File: src/rtl/multicycle_control_pkg.sv
`default_nettype none
// ============================================================================
// Module   : multicycle_control_pkg
// Brief    : Shared encodings for the multicycle sequencer: FSM states,
//            opcodes, ALU-op codes and datapath mux selects.
// Revision : 1.0 - initial release
// ============================================================================
package multicycle_control_pkg;

  typedef enum logic [3:0] {
    ST_IDLE      = 4'd0,
    ST_FETCH     = 4'd1,
    ST_DECODE    = 4'd2,
    ST_MEM_ADDR  = 4'd3,
    ST_MEM_READ  = 4'd4,
    ST_MEM_WB    = 4'd5,
    ST_MEM_WRITE = 4'd6,
    ST_R_EXEC    = 4'd7,
    ST_R_WB      = 4'd8,
    ST_ADDI_EXEC = 4'd9,
    ST_ADDI_WB   = 4'd10,
    ST_BRANCH    = 4'd11,
    ST_JUMP      = 4'd12
  } state_t;

  localparam logic [5:0] OP_RTYPE = 6'b000000;
  localparam logic [5:0] OP_LW    = 6'b100011;
  localparam logic [5:0] OP_SW    = 6'b101011;
  localparam logic [5:0] OP_ADDI  = 6'b001000;
  localparam logic [5:0] OP_BEQ   = 6'b000100;
  localparam logic [5:0] OP_J     = 6'b000010;

  localparam logic [1:0] ALUOP_ADD   = 2'b00;
  localparam logic [1:0] ALUOP_SUB   = 2'b01;
  localparam logic [1:0] ALUOP_FUNCT = 2'b10;

  localparam logic [1:0] ALUB_REG_B   = 2'b00;
  localparam logic [1:0] ALUB_FOUR    = 2'b01;
  localparam logic [1:0] ALUB_IMM     = 2'b10;
  localparam logic [1:0] ALUB_IMM_SH2 = 2'b11;

  localparam logic [1:0] PCSRC_ALU    = 2'b00;
  localparam logic [1:0] PCSRC_ALUOUT = 2'b01;
  localparam logic [1:0] PCSRC_JUMP   = 2'b10;

  // State that follows DECODE for a given opcode; unsupported codes refetch.
  function automatic state_t decode_next(input logic [5:0] op);
    case (op)
      OP_RTYPE:     return ST_R_EXEC;
      OP_LW, OP_SW: return ST_MEM_ADDR;
      OP_ADDI:      return ST_ADDI_EXEC;
      OP_BEQ:       return ST_BRANCH;
      OP_J:         return ST_JUMP;
      default:      return ST_FETCH;
    endcase
  endfunction

  function automatic logic is_supported(input logic [5:0] op);
    return (decode_next(op) != ST_FETCH);
  endfunction

endpackage
`default_nettype wire

File: src/rtl/multicycle_control_if.sv
`default_nettype none
// ============================================================================
// Module   : multicycle_control_if
// Brief    : Bundle between the sequencer (master) and the shared datapath
//            (slave): opcode/handshake in, every enable and mux select out.
// Revision : 1.0 - initial release
// ============================================================================
interface multicycle_control_if;
  logic [5:0] opcode_input;
  logic       mem_ready;
  logic       mem_read;
  logic       memory_write;
  logic       iord;
  logic       ir_write;
  logic       pc_write;
  logic       branch_control;
  logic [1:0] pc_source;
  logic       alu_src_a;
  logic [1:0] alu_src_b;
  logic [1:0] alu_operation;
  logic       register_write;
  logic       register_destination;
  logic       memory_to_register;
  logic       instr_done;
  logic       illegal_opcode;

  modport master (
    input  opcode_input, mem_ready,
    output mem_read, memory_write, iord, ir_write, pc_write, branch_control,
           pc_source, alu_src_a, alu_src_b, alu_operation, register_write,
           register_destination, memory_to_register, instr_done, illegal_opcode
  );

  modport slave (
    output opcode_input, mem_ready,
    input  mem_read, memory_write, iord, ir_write, pc_write, branch_control,
           pc_source, alu_src_a, alu_src_b, alu_operation, register_write,
           register_destination, memory_to_register, instr_done, illegal_opcode
  );
endinterface
`default_nettype wire

File: src/rtl/multicycle_control_outputs.sv
`default_nettype none
// ============================================================================
// Module   : multicycle_control_outputs
// Brief    : Combinational decode of the current state into datapath
//            controls. Only the FETCH/MEM_WRITE pulses look at mem_ready, and
//            only DECODE looks at the opcode (to flag unsupported codes).
// Revision : 1.0 - initial release
// ============================================================================
module multicycle_control_outputs
  import multicycle_control_pkg::*;
(
  input  state_t     state,
  input  logic       mem_ready,
  input  logic [5:0] opcode_input,
  output logic       mem_read,
  output logic       memory_write,
  output logic       iord,
  output logic       ir_write,
  output logic       pc_write,
  output logic       branch_control,
  output logic [1:0] pc_source,
  output logic       alu_src_a,
  output logic [1:0] alu_src_b,
  output logic [1:0] alu_operation,
  output logic       register_write,
  output logic       register_destination,
  output logic       memory_to_register,
  output logic       instr_done,
  output logic       illegal_opcode
);

  // Per-state control table; everything not named for a state stays 0.
  always_comb begin
    mem_read             = 1'b0;
    memory_write         = 1'b0;
    iord                 = 1'b0;
    ir_write             = 1'b0;
    pc_write             = 1'b0;
    branch_control       = 1'b0;
    pc_source            = PCSRC_ALU;
    alu_src_a            = 1'b0;
    alu_src_b            = ALUB_REG_B;
    alu_operation        = ALUOP_ADD;
    register_write       = 1'b0;
    register_destination = 1'b0;
    memory_to_register   = 1'b0;
    instr_done           = 1'b0;
    illegal_opcode       = 1'b0;
    case (state)
      ST_FETCH: begin
        mem_read  = 1'b1;
        alu_src_b = ALUB_FOUR;
        ir_write  = mem_ready;
        pc_write  = mem_ready;
      end
      ST_DECODE: begin
        alu_src_b      = ALUB_IMM_SH2;
        illegal_opcode = ~is_supported(opcode_input);
      end
      ST_MEM_ADDR, ST_ADDI_EXEC: begin
        alu_src_a = 1'b1;
        alu_src_b = ALUB_IMM;
      end
      ST_MEM_READ: begin
        mem_read = 1'b1;
        iord     = 1'b1;
      end
      ST_MEM_WB: begin
        register_write     = 1'b1;
        memory_to_register = 1'b1;
        instr_done         = 1'b1;
      end
      ST_MEM_WRITE: begin
        memory_write = 1'b1;
        iord         = 1'b1;
        instr_done   = mem_ready;
      end
      ST_R_EXEC: begin
        alu_src_a     = 1'b1;
        alu_operation = ALUOP_FUNCT;
      end
      ST_R_WB: begin
        register_write       = 1'b1;
        register_destination = 1'b1;
        instr_done           = 1'b1;
      end
      ST_ADDI_WB: begin
        register_write = 1'b1;
        instr_done     = 1'b1;
      end
      ST_BRANCH: begin
        alu_src_a      = 1'b1;
        alu_operation  = ALUOP_SUB;
        branch_control = 1'b1;
        pc_source      = PCSRC_ALUOUT;
        instr_done     = 1'b1;
      end
      ST_JUMP: begin
        pc_write   = 1'b1;
        pc_source  = PCSRC_JUMP;
        instr_done = 1'b1;
      end
      default: ;
    endcase
  end

endmodule
`default_nettype wire

File: src/rtl/multicycle_control.sv
`default_nettype none
// ============================================================================
// Module   : multicycle_control
// Brief    : Moore sequencer for the multicycle MIPS-subset datapath. Holds
//            the state register and next-state logic; control decode lives in
//            multicycle_control_outputs.
// Revision : 1.0 - initial release
// ============================================================================
module multicycle_control
  import multicycle_control_pkg::*;
(
  input  logic                        clk,
  input  logic                        reset_n,
  multicycle_control_if.master        bus
);

  state_t r_state;
  state_t w_next_state;

  // State register; reset drops straight to IDLE so no enable survives it.
  always_ff @(posedge clk or negedge reset_n) begin
    if (!reset_n) r_state <= ST_IDLE;
    else          r_state <= w_next_state;
  end

  // Next state: memory states hold until mem_ready, opcode read in DECODE/MEM_ADDR.
  always_comb begin
    w_next_state = r_state;
    case (r_state)
      ST_IDLE:      w_next_state = ST_FETCH;
      ST_FETCH:     if (bus.mem_ready) w_next_state = ST_DECODE;
      ST_DECODE:    w_next_state = decode_next(bus.opcode_input);
      ST_MEM_ADDR:  w_next_state = (bus.opcode_input == OP_SW) ? ST_MEM_WRITE : ST_MEM_READ;
      ST_MEM_READ:  if (bus.mem_ready) w_next_state = ST_MEM_WB;
      ST_MEM_WRITE: if (bus.mem_ready) w_next_state = ST_FETCH;
      ST_R_EXEC:    w_next_state = ST_R_WB;
      ST_ADDI_EXEC: w_next_state = ST_ADDI_WB;
      ST_MEM_WB, ST_R_WB, ST_ADDI_WB, ST_BRANCH, ST_JUMP:
                    w_next_state = ST_FETCH;
      default:      w_next_state = ST_IDLE;
    endcase
  end

  multicycle_control_outputs u_outputs (
    .state                (r_state),
    .mem_ready            (bus.mem_ready),
    .opcode_input         (bus.opcode_input),
    .mem_read             (bus.mem_read),
    .memory_write         (bus.memory_write),
    .iord                 (bus.iord),
    .ir_write             (bus.ir_write),
    .pc_write             (bus.pc_write),
    .branch_control       (bus.branch_control),
    .pc_source            (bus.pc_source),
    .alu_src_a            (bus.alu_src_a),
    .alu_src_b            (bus.alu_src_b),
    .alu_operation        (bus.alu_operation),
    .register_write       (bus.register_write),
    .register_destination (bus.register_destination),
    .memory_to_register   (bus.memory_to_register),
    .instr_done           (bus.instr_done),
    .illegal_opcode       (bus.illegal_opcode)
  );

endmodule
`default_nettype wire

File: src/flat_wrapper.sv
// flat-port wrapper written by rule: the top's interface ports become plain ports
module multicycle_control_flat import multicycle_control_pkg::*;
  (clk, reset_n, bus_opcode_input, bus_mem_ready, bus_mem_read, bus_memory_write, bus_iord, bus_ir_write, bus_pc_write, bus_branch_control, bus_pc_source, bus_alu_src_a, bus_alu_src_b, bus_alu_operation, bus_register_write, bus_register_destination, bus_memory_to_register, bus_instr_done, bus_illegal_opcode);
  multicycle_control_if bus_i ();
  input  logic clk;
  input  logic reset_n;
  input wire logic [$bits(bus_i.opcode_input)-1:0] bus_opcode_input;
  input wire logic [$bits(bus_i.mem_ready)-1:0] bus_mem_ready;
  output wire logic [$bits(bus_i.mem_read)-1:0] bus_mem_read;
  output wire logic [$bits(bus_i.memory_write)-1:0] bus_memory_write;
  output wire logic [$bits(bus_i.iord)-1:0] bus_iord;
  output wire logic [$bits(bus_i.ir_write)-1:0] bus_ir_write;
  output wire logic [$bits(bus_i.pc_write)-1:0] bus_pc_write;
  output wire logic [$bits(bus_i.branch_control)-1:0] bus_branch_control;
  output wire logic [$bits(bus_i.pc_source)-1:0] bus_pc_source;
  output wire logic [$bits(bus_i.alu_src_a)-1:0] bus_alu_src_a;
  output wire logic [$bits(bus_i.alu_src_b)-1:0] bus_alu_src_b;
  output wire logic [$bits(bus_i.alu_operation)-1:0] bus_alu_operation;
  output wire logic [$bits(bus_i.register_write)-1:0] bus_register_write;
  output wire logic [$bits(bus_i.register_destination)-1:0] bus_register_destination;
  output wire logic [$bits(bus_i.memory_to_register)-1:0] bus_memory_to_register;
  output wire logic [$bits(bus_i.instr_done)-1:0] bus_instr_done;
  output wire logic [$bits(bus_i.illegal_opcode)-1:0] bus_illegal_opcode;
  assign bus_i.opcode_input = bus_opcode_input;
  assign bus_i.mem_ready = bus_mem_ready;
  assign bus_mem_read = bus_i.mem_read;
  assign bus_memory_write = bus_i.memory_write;
  assign bus_iord = bus_i.iord;
  assign bus_ir_write = bus_i.ir_write;
  assign bus_pc_write = bus_i.pc_write;
  assign bus_branch_control = bus_i.branch_control;
  assign bus_pc_source = bus_i.pc_source;
  assign bus_alu_src_a = bus_i.alu_src_a;
  assign bus_alu_src_b = bus_i.alu_src_b;
  assign bus_alu_operation = bus_i.alu_operation;
  assign bus_register_write = bus_i.register_write;
  assign bus_register_destination = bus_i.register_destination;
  assign bus_memory_to_register = bus_i.memory_to_register;
  assign bus_instr_done = bus_i.instr_done;
  assign bus_illegal_opcode = bus_i.illegal_opcode;
  multicycle_control u_core (.clk(clk), .reset_n(reset_n), .bus(bus_i));
endmodule
File: config.mk
export PLATFORM = sky130hd
export DESIGN_NAME = multicycle_control_flat
export DESIGN_NICKNAME = d
export VERILOG_FILES = /design/src/rtl/multicycle_control_pkg.sv /design/src/rtl/multicycle_control_if.sv /design/src/rtl/multicycle_control_outputs.sv /design/src/rtl/multicycle_control.sv /design/src/flat_wrapper.sv
export SDC_FILE = /design/constraint.sdc
export NUM_CORES = 1
export LEC_CHECK = 0
export ABC_AREA = 1
export BUFFER_PORTS_ARGS = -buffer_cell sky130_fd_sc_hd__buf_4
export CAP_MARGIN = 20
export CORE_AREA = 2 2 39 41
export CTS_CLUSTER_DIAMETER = 50
export DETAILED_ROUTE_END_ITERATION = 10
export DIE_AREA = 0 0 41 43
export GPL_TIMING_DRIVEN = 0
export PLACE_DENSITY = 0.7
export SLEW_MARGIN = 40
export SYNTH_ARGS = -nofsm -noshare
export SYNTH_HDL_FRONTEND = slang
export SYNTH_SLANG_ARGS = --single-unit
File: constraint.sdc
create_clock -name clk -period 1.13 [get_ports clk]
set_input_delay 0.113 -clock clk [delete_from_list [all_inputs] [get_ports clk]]
set_output_delay 0.113 -clock clk [all_outputs]
set_load 0.01 [all_outputs]
==> summary.md <==
| Metric | Value |
|---|---|
| Die area | `1760 sq um` |
| Seq/Total Area, Yosys | `0.195` |
| Worst r2r src | `u_core.r_state[2]` |
| FF-to-FF setup slack | `-160 ps` |
| Die Width | `41 microns` |
| Largest registers | `u_core.r_state x4` |
| Root cell of the clock tree | `clkbuf_4` |
| Period utilization | `1.29` |
| Final WL | `1980 microns` |
| FILL cells | `101` |
| Via density per instance | `4.93` |
| Failing checks | `setup timing` |
| Area grow syn2layout | `107%` |
| Number of clock sinks | `4` |
| Die Y-Extent | `43 microns` |
| Synth cell types | `18` |
| Antenna Nets Post-Route | `0` |
| Nets | `154` |
| RD Place Congestion | `0.762` |
| Dpl hpwl | `1180 microns` |
| Largest net degree at the start of global routing | `7` |
| Vias in the first global route | `702` |
| Total leakage power | `0.000553 uW` |
| Final setup violation count | `22` |
| Clock buffer depth | `2` |
| Antenna violations before repair | `0` |
| Layout cell share with drive strength beyond 1 | `0.601` |
| Congestion Overflow GR | `0` |
| Syn_nets | `104` |
| Clock period minus worst slack | `1450 ps` |
| Reg2reg end | `u_core.r_state[2]` |
| CP arrival | `1340 ps` |
| Hold Crit Class | `input pin to flop` |
| Synth warn | `0` |
| Worst EP required | `1020 ps` |
| Max reg flops | `4` |
| Post-route insts no fill | `159` |
| First DRT Iteration DRCs | `21` |
| # rows | `14` |
| Core box area | `1380 sq um` |
| Largest Register | `u_core.r_state` |
| Status | `finished with violations` |
| Hold Path End | `u_core.r_state[3]` |
| Post-Syn Area | `514 sq um` |
| Global-route wire length before repair | `2750 microns` |
| Wire per inst | `12.5 microns` |
| Critical path class | `flop to output pin` |
| Max IR drop VDD | `1350 uV` |
| CTS tree | `done` |
| # IOs | `27` |
| Hold Path Depth | `3` |
| PnR worst setup slack | `-325 ps` |
| CP Max Fanout | `5` |
| Clk slew on worst S/H paths | `40 ps` |
| FF-to-FF path depth | `8` |
| Highest clock rate | `0.687 GHz` |
| Via Count | `784` |
| Initial Utilization | `0.372` |
| Max cap viols | `0` |
| Hold Fails Final Rpt | `0` |
| Clock H-tree levels | `1` |
| Setup Total Neg Slack | `-4760 ps` |
| Unrepaired setup endpoints after global routing | `yes` |
| Worst Setup End Kind | `output pin` |
| CTS buffer count | `3` |
| Syn Inst Count | `95` |
| PortBufs | `26` |
| Rel. slew slack | `0.841` |
| Util after Layout | `0.768` |
| GRT Total Usage | `0.219` |
| Final Skew | `3.54 ps` |
| Placed cells | `137` |
| Worst hold path startpoint | `bus_opcode_input[1]` |
| ANT cells | `0` |
| Clock latency on the worst-skew pair | `230 ps` |
| Post-synthesis register bit count | `4` |
| DRT Pass-1 Iters | `4` |
| Crit path launch type | `flop` |
| Worst-Margin Slew | `239 ps` |
| Post-synthesis average cell area | `5.41 sq um` |
| DRC Markers | `0` |
| Final Slew Violations | `0` |
| P per Cell Area | `2240 nW/um^2` |
## Yosys cell counts
library cell / instances / share of area
nand2_4: 1 / 0.022
nor2_4: 1 / 0.022
o21ai_1: 1 / 0.0097
o21ai_2: 3 / 0.051
nor3_2: 1 / 0.019
nand4_1: 2 / 0.024
nor2_1: 21 / 0.15
dfrtp_1: 4 / 0.19
nor2_2: 2 / 0.024
inv_2: 3 / 0.022
buf_4: 2 / 0.029
a21oi_1: 1 / 0.0097
nor3_1: 1 / 0.0097
nand2_1: 27 / 0.20
nand3_1: 6 / 0.058
o22ai_1: 1 / 0.012
o21ai_0: 4 / 0.039
inv_1: 14 / 0.10
## critical path: stages, from the launching register on
cell	delay [ps]
dfrtp_2	440
inv_4	100
nor2_4	50
inv_4	90
nor2_4	50
nor2_4	120
nand4_1	100
buf_4	160
## per-stage QoR
stage                     worst slack [ps]  cell area, sq um  total power (uW)  hold WS, ps
after floorplan                      -10.7               524               955         -183
after global placement                -123               739              1360        -91.1
after detailed placement              -133               739              1380        -89.0
after CTS                             -287               887              1910          130
after global routing                  -394              1060              2550          155
final                                 -325              1060              2380          136
## report_power, final
part,internal (uW),leakage [uW],switching [uW]
sequential,208,0.0000461,107
clock,119,0.0000138,53.6
combinational,894,0.000493,997
total,1220,0.000553,1160
## cells by family (layout without fill, tap and decap cells)
group,count (synthesis),count (layout),synth area share
and+or+nand+nor,62,62,0.530
buffers and inverters,19,67,0.153
AOI/OAI and AO/OA,10,10,0.122
DFF,4,4,0.195
## layout make-up
type                    count  area (sq um)  share of cell area
multi-input cells          72           452               0.425
well taps                  16          20.0              0.0188
repair buffers             45           374               0.352
clock buffers               3          22.5              0.0212
flip-flops and latches      4           105              0.0989
inverters                  17          73.8              0.0695
plain buffers               2          15.0              0.0141
## layer usage
metal / up-vias / part of all wire / routed length [microns] / track usage
met5: - / 0 / 0 / 0
met4: 0 / 0 / 0 / 0.0600
met3: 0 / 0.044 / 87 / 0.0262
met2: 27 / 0.55 / 1100 / 0.406
met1: 367 / 0.40 / 799 / 0.239
li1: 390 / - / - / -
## worst max path at each step
stage | startpoint | cells past startpoint | endpoint | slack, ps
after CTS | u_core.r_state[0] | 7 | bus_instr_done | -290
after floorplan | u_core.r_state[3] | 5 | bus_instr_done | -10
after global placement | u_core.r_state[0] | 7 | bus_pc_write | -120
after global routing | u_core.r_state[0] | 7 | bus_mem_read | -390
final | u_core.r_state[0] | 7 | bus_instr_done | -320
after detailed placement | u_core.r_state[0] | 7 | bus_mem_read | -130
## placed cells by master, fill, tap and decap left out, types with 4 or more instances in the layout
cell type  synthesis  routed
inv_4              0       4
inv_1             14       9
buf_6              0       9
nor2_1            21      11
inv_2              3       4
buf_4              2      37
nor2_4             1       9
nand3_1            6       5
nor2_2             2       4
nand2_1           27      23
dfrtp_2            0       4
## timing repair
item / 4_1_cts / 5_1_grt
setup endpoints to repair: 22 / 22
gates cloned: 0 / 0
pin swaps: 4 / 11
hold buffers: 1 / 0
gates resized for setup: 18 / 30
setup buffers: 8 / 11
endpoints found under the hold margin: 4 / 0
Power figures use the tool's default switching activity.
